===== config.mk =====
export PLATFORM = sky130hd
export DESIGN_NAME = fifo_stream_writer_flat
export DESIGN_NICKNAME = d
export VERILOG_FILES = /design/src/rtl/fifo_writer_pkg.sv /design/src/rtl/fifo_stream_writer_if.sv /design/src/rtl/fifo_wr_stage.sv /design/src/rtl/fifo_stream_writer.sv /design/src/flat_wrapper.sv
export SDC_FILE = /design/constraint.sdc
export NUM_CORES = 1
export LEC_CHECK = 0
export CORE_MARGIN = 2
export CORE_UTILIZATION = 52
export CTS_BUF_LIST = sky130_fd_sc_hd__clkbuf_8
export DETAILED_ROUTE_END_ITERATION = 6
export HOLD_SLACK_MARGIN = 0.08
export PLACE_DENSITY = 0.88
export SLEW_MARGIN = 30
export SYNTH_ARGS = -nofsm -noshare
export SYNTH_HDL_FRONTEND = slang
export SYNTH_SLANG_ARGS = --single-unit

===== constraint.sdc =====
create_clock -name wr_clk -period 6.3 [get_ports wr_clk]
set_input_delay 0.63 -clock wr_clk [delete_from_list [all_inputs] [get_ports wr_clk]]
set_output_delay 0.63 -clock wr_clk [all_outputs]
set_load 0.05 [all_outputs]

===== src/rtl/fifo_writer_pkg.sv =====
// Shared definitions for the stream-to-async-FIFO writer.
//   - DEF_DATA_WIDTH / DEF_CNT_WIDTH : default payload and counter widths
//   - state_e                        : frame FSM state encoding
// The HEADER state is only reachable when FIFO_WR_HEADER_EN is defined.
package fifo_writer_pkg;

  localparam int DEF_DATA_WIDTH = 16;
  localparam int DEF_CNT_WIDTH  = 16;

  typedef enum logic [1:0] {
    ST_IDLE    = 2'd0,
    ST_HEADER  = 2'd1,
    ST_PAYLOAD = 2'd2,
    ST_DISCARD = 2'd3
  } state_e;

endpackage


===== src/rtl/fifo_stream_writer_if.sv =====
// Source stream handshake between a payload producer and fifo_stream_writer.
//   s_data  : payload word (producer -> writer)
//   s_valid : s_data is valid (producer -> writer)
//   s_last  : last payload word of a frame (producer -> writer)
//   s_ready : writer accepts s_data this cycle (writer -> producer)
// Modports: master = producer side, slave = writer side.
interface fifo_stream_writer_if
  import fifo_writer_pkg::*;
#(
  parameter int DATA_WIDTH = DEF_DATA_WIDTH
);

  logic [DATA_WIDTH-1:0] s_data;
  logic                  s_valid;
  logic                  s_last;
  logic                  s_ready;

  modport master (
    output s_data,
    output s_valid,
    output s_last,
    input  s_ready
  );

  modport slave (
    input  s_data,
    input  s_valid,
    input  s_last,
    output s_ready
  );

endinterface


===== src/rtl/fifo_wr_stage.sv =====
// Single-entry output register in front of an async FIFO write port.
//   clk, rst_n : write clock, asynchronous active-low reset
//   load       : capture load_data this cycle (caller guarantees ~out_valid | ~full)
//   load_data  : word to capture
//   full       : FIFO full flag
//   out_valid  : register holds a word not yet written
//   wr_en      : FIFO write strobe, out_valid & ~full
//   wr_data    : held word
module fifo_wr_stage
  import fifo_writer_pkg::*;
#(
  parameter int DATA_WIDTH = DEF_DATA_WIDTH
) (
  input  logic                  clk,
  input  logic                  rst_n,
  input  logic                  load,
  input  logic [DATA_WIDTH-1:0] load_data,
  input  logic                  full,
  output logic                  out_valid,
  output logic                  wr_en,
  output logic [DATA_WIDTH-1:0] wr_data
);

  logic                  out_valid_q, out_valid_d;
  logic [DATA_WIDTH-1:0] out_data_q, out_data_d;

  assign wr_en     = out_valid_q & ~full;
  assign wr_data   = out_data_q;
  assign out_valid = out_valid_q;

  // A write empties the register; a load in the same cycle refills it.
  always_comb begin
    out_valid_d = out_valid_q;
    out_data_d  = out_data_q;
    if (wr_en) begin
      out_valid_d = 1'b0;
    end
    if (load) begin
      out_valid_d = 1'b1;
      out_data_d  = load_data;
    end
  end

  always_ff @(posedge clk or negedge rst_n) begin
    if (!rst_n) begin
      out_valid_q <= 1'b0;
      out_data_q  <= '0;
    end else begin
      out_valid_q <= out_valid_d;
      out_data_q  <= out_data_d;
    end
  end

endmodule


===== src/rtl/fifo_stream_writer.sv =====
// Frames a valid/ready/last source stream into writes on an async FIFO
// write port, with an optional per-frame length limit.
//   wr_clk, wr_rst_n : write clock, asynchronous active-low reset
//   enable           : start new frames (looked at only in IDLE)
//   max_len          : payload word limit per frame, 0 = unlimited
//   s_if             : source stream (slave side)
//   wr_data, wr_en   : FIFO write port; full is the FIFO full flag
//   frame_cnt        : frames completed since reset
//   word_cnt         : payload words accepted in the current frame
//   busy             : FSM active or a word is still held
//   len_err          : sticky, a frame was truncated at max_len
// Build option: define FIFO_WR_HEADER_EN to emit frame_cnt as a header word
// ahead of each frame's payload.
module fifo_stream_writer
  import fifo_writer_pkg::*;
#(
  parameter int DATA_WIDTH = DEF_DATA_WIDTH,
  parameter int CNT_WIDTH  = DEF_CNT_WIDTH
) (
  input  logic                  wr_clk,
  input  logic                  wr_rst_n,
  input  logic                  enable,
  input  logic [CNT_WIDTH-1:0]  max_len,
  fifo_stream_writer_if.slave   s_if,
  output logic [DATA_WIDTH-1:0] wr_data,
  output logic                  wr_en,
  input  logic                  full,
  output logic [CNT_WIDTH-1:0]  frame_cnt,
  output logic [CNT_WIDTH-1:0]  word_cnt,
  output logic                  busy,
  output logic                  len_err
);

  state_e                state_q, state_d;
  logic [CNT_WIDTH-1:0]  frame_cnt_q, frame_cnt_d;
  logic [CNT_WIDTH-1:0]  word_cnt_q, word_cnt_d;
  logic                  len_err_q, len_err_d;

  logic                  out_valid;
  logic                  load_ok;
  logic                  ready;
  logic                  hs;
  logic                  load;
  logic [DATA_WIDTH-1:0] load_data;
  logic [CNT_WIDTH-1:0]  word_inc;

  // The register can take a word if it is empty or is being written now.
  assign load_ok  = ~out_valid | ~full;
  assign word_inc = word_cnt_q + 1'b1;

  always_comb begin
    state_d     = state_q;
    frame_cnt_d = frame_cnt_q;
    word_cnt_d  = word_cnt_q;
    len_err_d   = len_err_q;
    ready       = 1'b0;
    hs          = 1'b0;
    load        = 1'b0;
    load_data   = s_if.s_data;

    case (state_q)
      ST_IDLE: begin
        if (enable) begin
`ifdef FIFO_WR_HEADER_EN
          state_d = ST_HEADER;
`else
          state_d = ST_PAYLOAD;
`endif
        end
      end

`ifdef FIFO_WR_HEADER_EN
      ST_HEADER: begin
        if (load_ok) begin
          load      = 1'b1;
          load_data = DATA_WIDTH'(frame_cnt_q);
          state_d   = ST_PAYLOAD;
        end
      end
`endif

      ST_PAYLOAD: begin
        ready = load_ok;
        hs    = s_if.s_valid & ready;
        if (hs) begin
          load       = 1'b1;
          word_cnt_d = word_inc;
          // s_last wins over a coinciding max_len boundary.
          if (s_if.s_last) begin
            state_d     = ST_IDLE;
            frame_cnt_d = frame_cnt_q + 1'b1;
            word_cnt_d  = '0;
          end else if ((max_len != '0) && (word_inc == max_len)) begin
            state_d     = ST_DISCARD;
            frame_cnt_d = frame_cnt_q + 1'b1;
            len_err_d   = 1'b1;
          end
        end
      end

      ST_DISCARD: begin
        // Drain the rest of a truncated frame without writing it.
        ready = 1'b1;
        hs    = s_if.s_valid;
        if (hs && s_if.s_last) begin
          state_d    = ST_IDLE;
          word_cnt_d = '0;
        end
      end

      default: begin
        state_d = ST_IDLE;
      end
    endcase
  end

  always_ff @(posedge wr_clk or negedge wr_rst_n) begin
    if (!wr_rst_n) begin
      state_q     <= ST_IDLE;
      frame_cnt_q <= '0;
      word_cnt_q  <= '0;
      len_err_q   <= 1'b0;
    end else begin
      state_q     <= state_d;
      frame_cnt_q <= frame_cnt_d;
      word_cnt_q  <= word_cnt_d;
      len_err_q   <= len_err_d;
    end
  end

  fifo_wr_stage #(
    .DATA_WIDTH (DATA_WIDTH)
  ) u_stage (
    .clk       (wr_clk),
    .rst_n     (wr_rst_n),
    .load      (load),
    .load_data (load_data),
    .full      (full),
    .out_valid (out_valid),
    .wr_en     (wr_en),
    .wr_data   (wr_data)
  );

  assign s_if.s_ready = ready;
  assign frame_cnt    = frame_cnt_q;
  assign word_cnt     = word_cnt_q;
  assign len_err      = len_err_q;
  assign busy         = (state_q != ST_IDLE) | out_valid;

endmodule

===== src/flat_wrapper.sv =====
// flat-port wrapper written by rule: the top's interface ports become plain ports
module fifo_stream_writer_flat import fifo_writer_pkg::*;
#(
  parameter int DATA_WIDTH = DEF_DATA_WIDTH,
  parameter int CNT_WIDTH  = DEF_CNT_WIDTH
)
  (wr_clk, wr_rst_n, enable, max_len, wr_data, wr_en, full, frame_cnt, word_cnt, busy, len_err, s_if_s_data, s_if_s_valid, s_if_s_last, s_if_s_ready);
  fifo_stream_writer_if #(.DATA_WIDTH(DATA_WIDTH)) s_if_i ();
  input  logic wr_clk;
  input  logic wr_rst_n;
  input  logic enable;
  input  logic [CNT_WIDTH-1:0] max_len;
  output logic [DATA_WIDTH-1:0] wr_data;
  output logic wr_en;
  input  logic full;
  output logic [CNT_WIDTH-1:0] frame_cnt;
  output logic [CNT_WIDTH-1:0] word_cnt;
  output logic busy;
  output logic len_err;
  input wire logic [$bits(s_if_i.s_data)-1:0] s_if_s_data;
  input wire logic [$bits(s_if_i.s_valid)-1:0] s_if_s_valid;
  input wire logic [$bits(s_if_i.s_last)-1:0] s_if_s_last;
  output wire logic [$bits(s_if_i.s_ready)-1:0] s_if_s_ready;
  assign s_if_i.s_data = s_if_s_data;
  assign s_if_i.s_valid = s_if_s_valid;
  assign s_if_i.s_last = s_if_s_last;
  assign s_if_s_ready = s_if_i.s_ready;
  fifo_stream_writer #(.DATA_WIDTH(DATA_WIDTH), .CNT_WIDTH(CNT_WIDTH)) u_core (.wr_clk(wr_clk), .wr_rst_n(wr_rst_n), .enable(enable), .max_len(max_len), .s_if(s_if_i), .wr_data(wr_data), .wr_en(wr_en), .full(full), .frame_cnt(frame_cnt), .word_cnt(word_cnt), .busy(busy), .len_err(len_err));
endmodule

==> impl_metrics.toml <==
[outcome]
status = "completed"

[synth]
ys_types = 47
synth.mux.area_fraction_pct = 6.92
synth_top_family_by_area = "simple AND/OR/NAND/NOR gates"
synth_xor_area_share_pct = 10.5
synth-main-ff-cell = "dfrtp_1"
ys_seq_area_share_pct = 44.4
yosys.area.top_type_share_pct = 44.4
synthCells = 292
synth_fp_nets = 332
synthAdderAreaFrac_pct = 0.855
ys_warn_count = 0
syn_area_per_cell_um2 = 10.0
netlist_area_um2 = 2930
ys_ff_latch = 52
synth-compound-area-share_pct = 15.1
synth.largest_area_cell = "dfrtp_1"
synth-edff-count = 0
synth_area_leaders = "dfrtp_1, xnor2_1, mux2_2"
synthSimpleGateAreaFrac_pct = 19.6
async_flop_share_pct = 100

[sta]
skew_ns = 0.00584
tns_ns = 0
hold_violations = 0
slew_violations = 0
setup_violations = 0
tightest_slew_ns = 0.744
fmax_ghz = 0.313
period_needed_ns = 3.19
rsz0062_at_grt = "false"
fin_crit_sh_pct = 50.7
slew_headroom_pct = 50.2

[worst_setup_path]
r2r_end = "u_core.frame_cnt[1]"
slowest_delay_ns = 0.50
critical_path_class = "reg2reg"
rrSetupSlack_ns = 3.11
cp_max_fo = 13
cp.arrival_ns = 3.39
crit_path_start_kind = "flop"
crit_family = "simple AND/OR/NAND/NOR gates"
critPathSlowestCell = "or4_4"
cp-end-kind = "flop"
reg2reg_from = "u_core.word_cnt[0]"
cp.required_ns = 6.50
worstRegToRegCells = 9
crit_buf_inv = 1
path_cells = "ha_1 -> nand4_2 -> nor3_1 -> xnor2_1 -> or4_4 -> a2111oi_4 -> buf_4 -> o21ai_2 -> mux2_2"

[global_routing]
busiest_layer = "met2"
grtUsageMet1_pct = 30.0
grt_antenna_before_repair = 0
met2_usage_pct = 41.2
grt_max_degree = 53
grt_pass1_vias = 2539
grt_pass1_wl_um = 11800
grtUsageMet3_pct = 3.75
grt_usage_pct = 23.8
grt_overflow = 0

[clock_network]
cts_buffer_depth = 2
cts_made_buffers = 5
cts.sinks = 52
postCtsResizedCells = 0
cts-root-buf = "clkbuf_8"
path_clk_slew_ns = 0.09
insertion_delay_ns = 0.31
post_cts.repair.setup_buffers = 0
hold_buffers = 0
cts_tree = "built"
htreeDepth = 2

[place]
dp_hpwl_um = 5240
postPlaceCellArea_um2 = 3850
gp_congestion = 0.843
portBuffers = 89

[floorplan]
num_io_pins = 90
die-area_um2 = 6250
die_w_um = 79.0
rows = 27
core_area_um2 = 5470
start_util_pct = 53.5
die_h_um = 79.0

[layout]
fin_area_um2 = 3960
syn_to_final_growth_pct = 35.1
drive_above_1_share_pct = 10.6
num_antenna_cells = 0
num-nets-final = 415

[pwr]
power_leakage_uw = 0.00160
ir_drop_mv = 0.269
p_per_area_nw_per_um2 = 334

[routing]
ant_nets = 0
drc = 0
drt_iter0_drc = 168
drt-vias-per-instance = 5.79
wl_per_cell_um = 15.9
first_pass_iters = 4
vias = 2592
routed_wl_um = 7130

[flow_run]
maxCapViolations = 0

[worst_hold_path]
hold_class = "in2async"
synthesized netlist by cell type, types with 2 or more instances:
master,instances
dfrtp_1,52
nand2_1,31
o21ai_0,28
xnor2_1,26
mux2_2,18
and3_1,14
nor2_1,12
o211ai_1,10
clkbuf_1,9
xor2_1,9
a21oi_1,7
nand3_1,7
buf_2,5
nor3_1,5
nor4_1,5
and2_1,4
nand4_1,4
nor2b_1,4
o2111ai_1,4
o31ai_1,4
or3_1,3
a31oi_1,2
ha_1,2
inv_1,2
nand2b_1,2
nor3b_1,2
sequential cells by signal, indices dropped and copies added (netlist names):
register                  flops
u_core.word_cnt              16
u_core.state_q                2
u_core.u_stage.wr_data       16
u_core.u_stage.out_valid      1
u_core.len_err                1
u_core.frame_cnt             16
cell usage in the layout (no fill, tap or decap), types with 2 or more instances in the layout:
master and n:
clkdlybuf4s50_1 88, nor2_1 12, nand2b_1 2, o21ai_0 28
inv_1 4, mux2_2 18, o31ai_1 4, clkbuf_8 6
nand3_1 7, a21oi_1 7, or3_1 3, o2111ai_1 4
and3_1 14, ha_1 2, dfrtp_1 52, and2_1 4
nor4_1 5, buf_4 3, nor3_1 4, nand4_1 4
nor2b_1 4, xnor2_1 26, o211ai_1 10, xor2_1 9
a31oi_1 2, nand2_1 31
cell families (layout without fill, tap and decap cells):
family          count (synthesis)  in the layout
compound gates                 66             66
xor+xnor                       35             35
fa+ha+maj                       2              2
buf+inv                        17            101
flops                          52             52
mux                            18             18
simple gates                  102            102
worst max-delay path by stage:
stage	to	cells past startpoint	startpoint	slack, ns
2_1_floorplan	u_core.frame_cnt[9]	9	u_core.word_cnt[0]	3.25
3_3_place_gp	u_core.word_cnt[4]	6	s_if_s_last	2.61
3_5_place_dp	u_core.word_cnt[4]	6	s_if_s_last	2.57
4_1_cts	u_core.word_cnt[4]	6	s_if_s_last	2.88
5_1_grt	u_core.frame_cnt[14]	9	u_core.word_cnt[0]	2.93
6_report	u_core.frame_cnt[1]	9	u_core.word_cnt[0]	3.11
stage by stage:
step	utilization [%]	power, µW	setup WS [ns]	hold WS, ns	instances
2_1_floorplan	-	907	3.25	0.334	292
3_3_place_gp	70.3	1120	2.61	0.471	439
3_5_place_dp	70.4	1140	2.57	0.462	439
4_1_cts	72.1	1330	2.88	0.353	447
5_1_grt	72.3	1390	2.93	0.390	448
6_report	72.3	1320	3.11	0.336	448
power by group:
group          switching (µW)  internal [µW]  leakage [µW]
Combinational             418            247      0.000875
Clock                     102           86.5     0.0000538
Sequential               58.7            411      0.000676
layout make-up:
cell class              count  area [µm²]
repair buffers             91         903
flip-flops and latches     52        1300
clock inverters             2        7.51
fillers                   415        1520
multi-input cells         223        1560
clock buffers               6        82.6
inverters                   2        7.51
well taps                  72        90.1
layer usage:
metal  vias up  part of all wire [%]  wire (µm)
met5         -                     0          0
met4         0                   1.6        117
met3        13                   6.0        425
met2       101                    50       3580
met1      1249                    42       3010
li1       1229                     -          -
(Power assumes the default switching activity.)
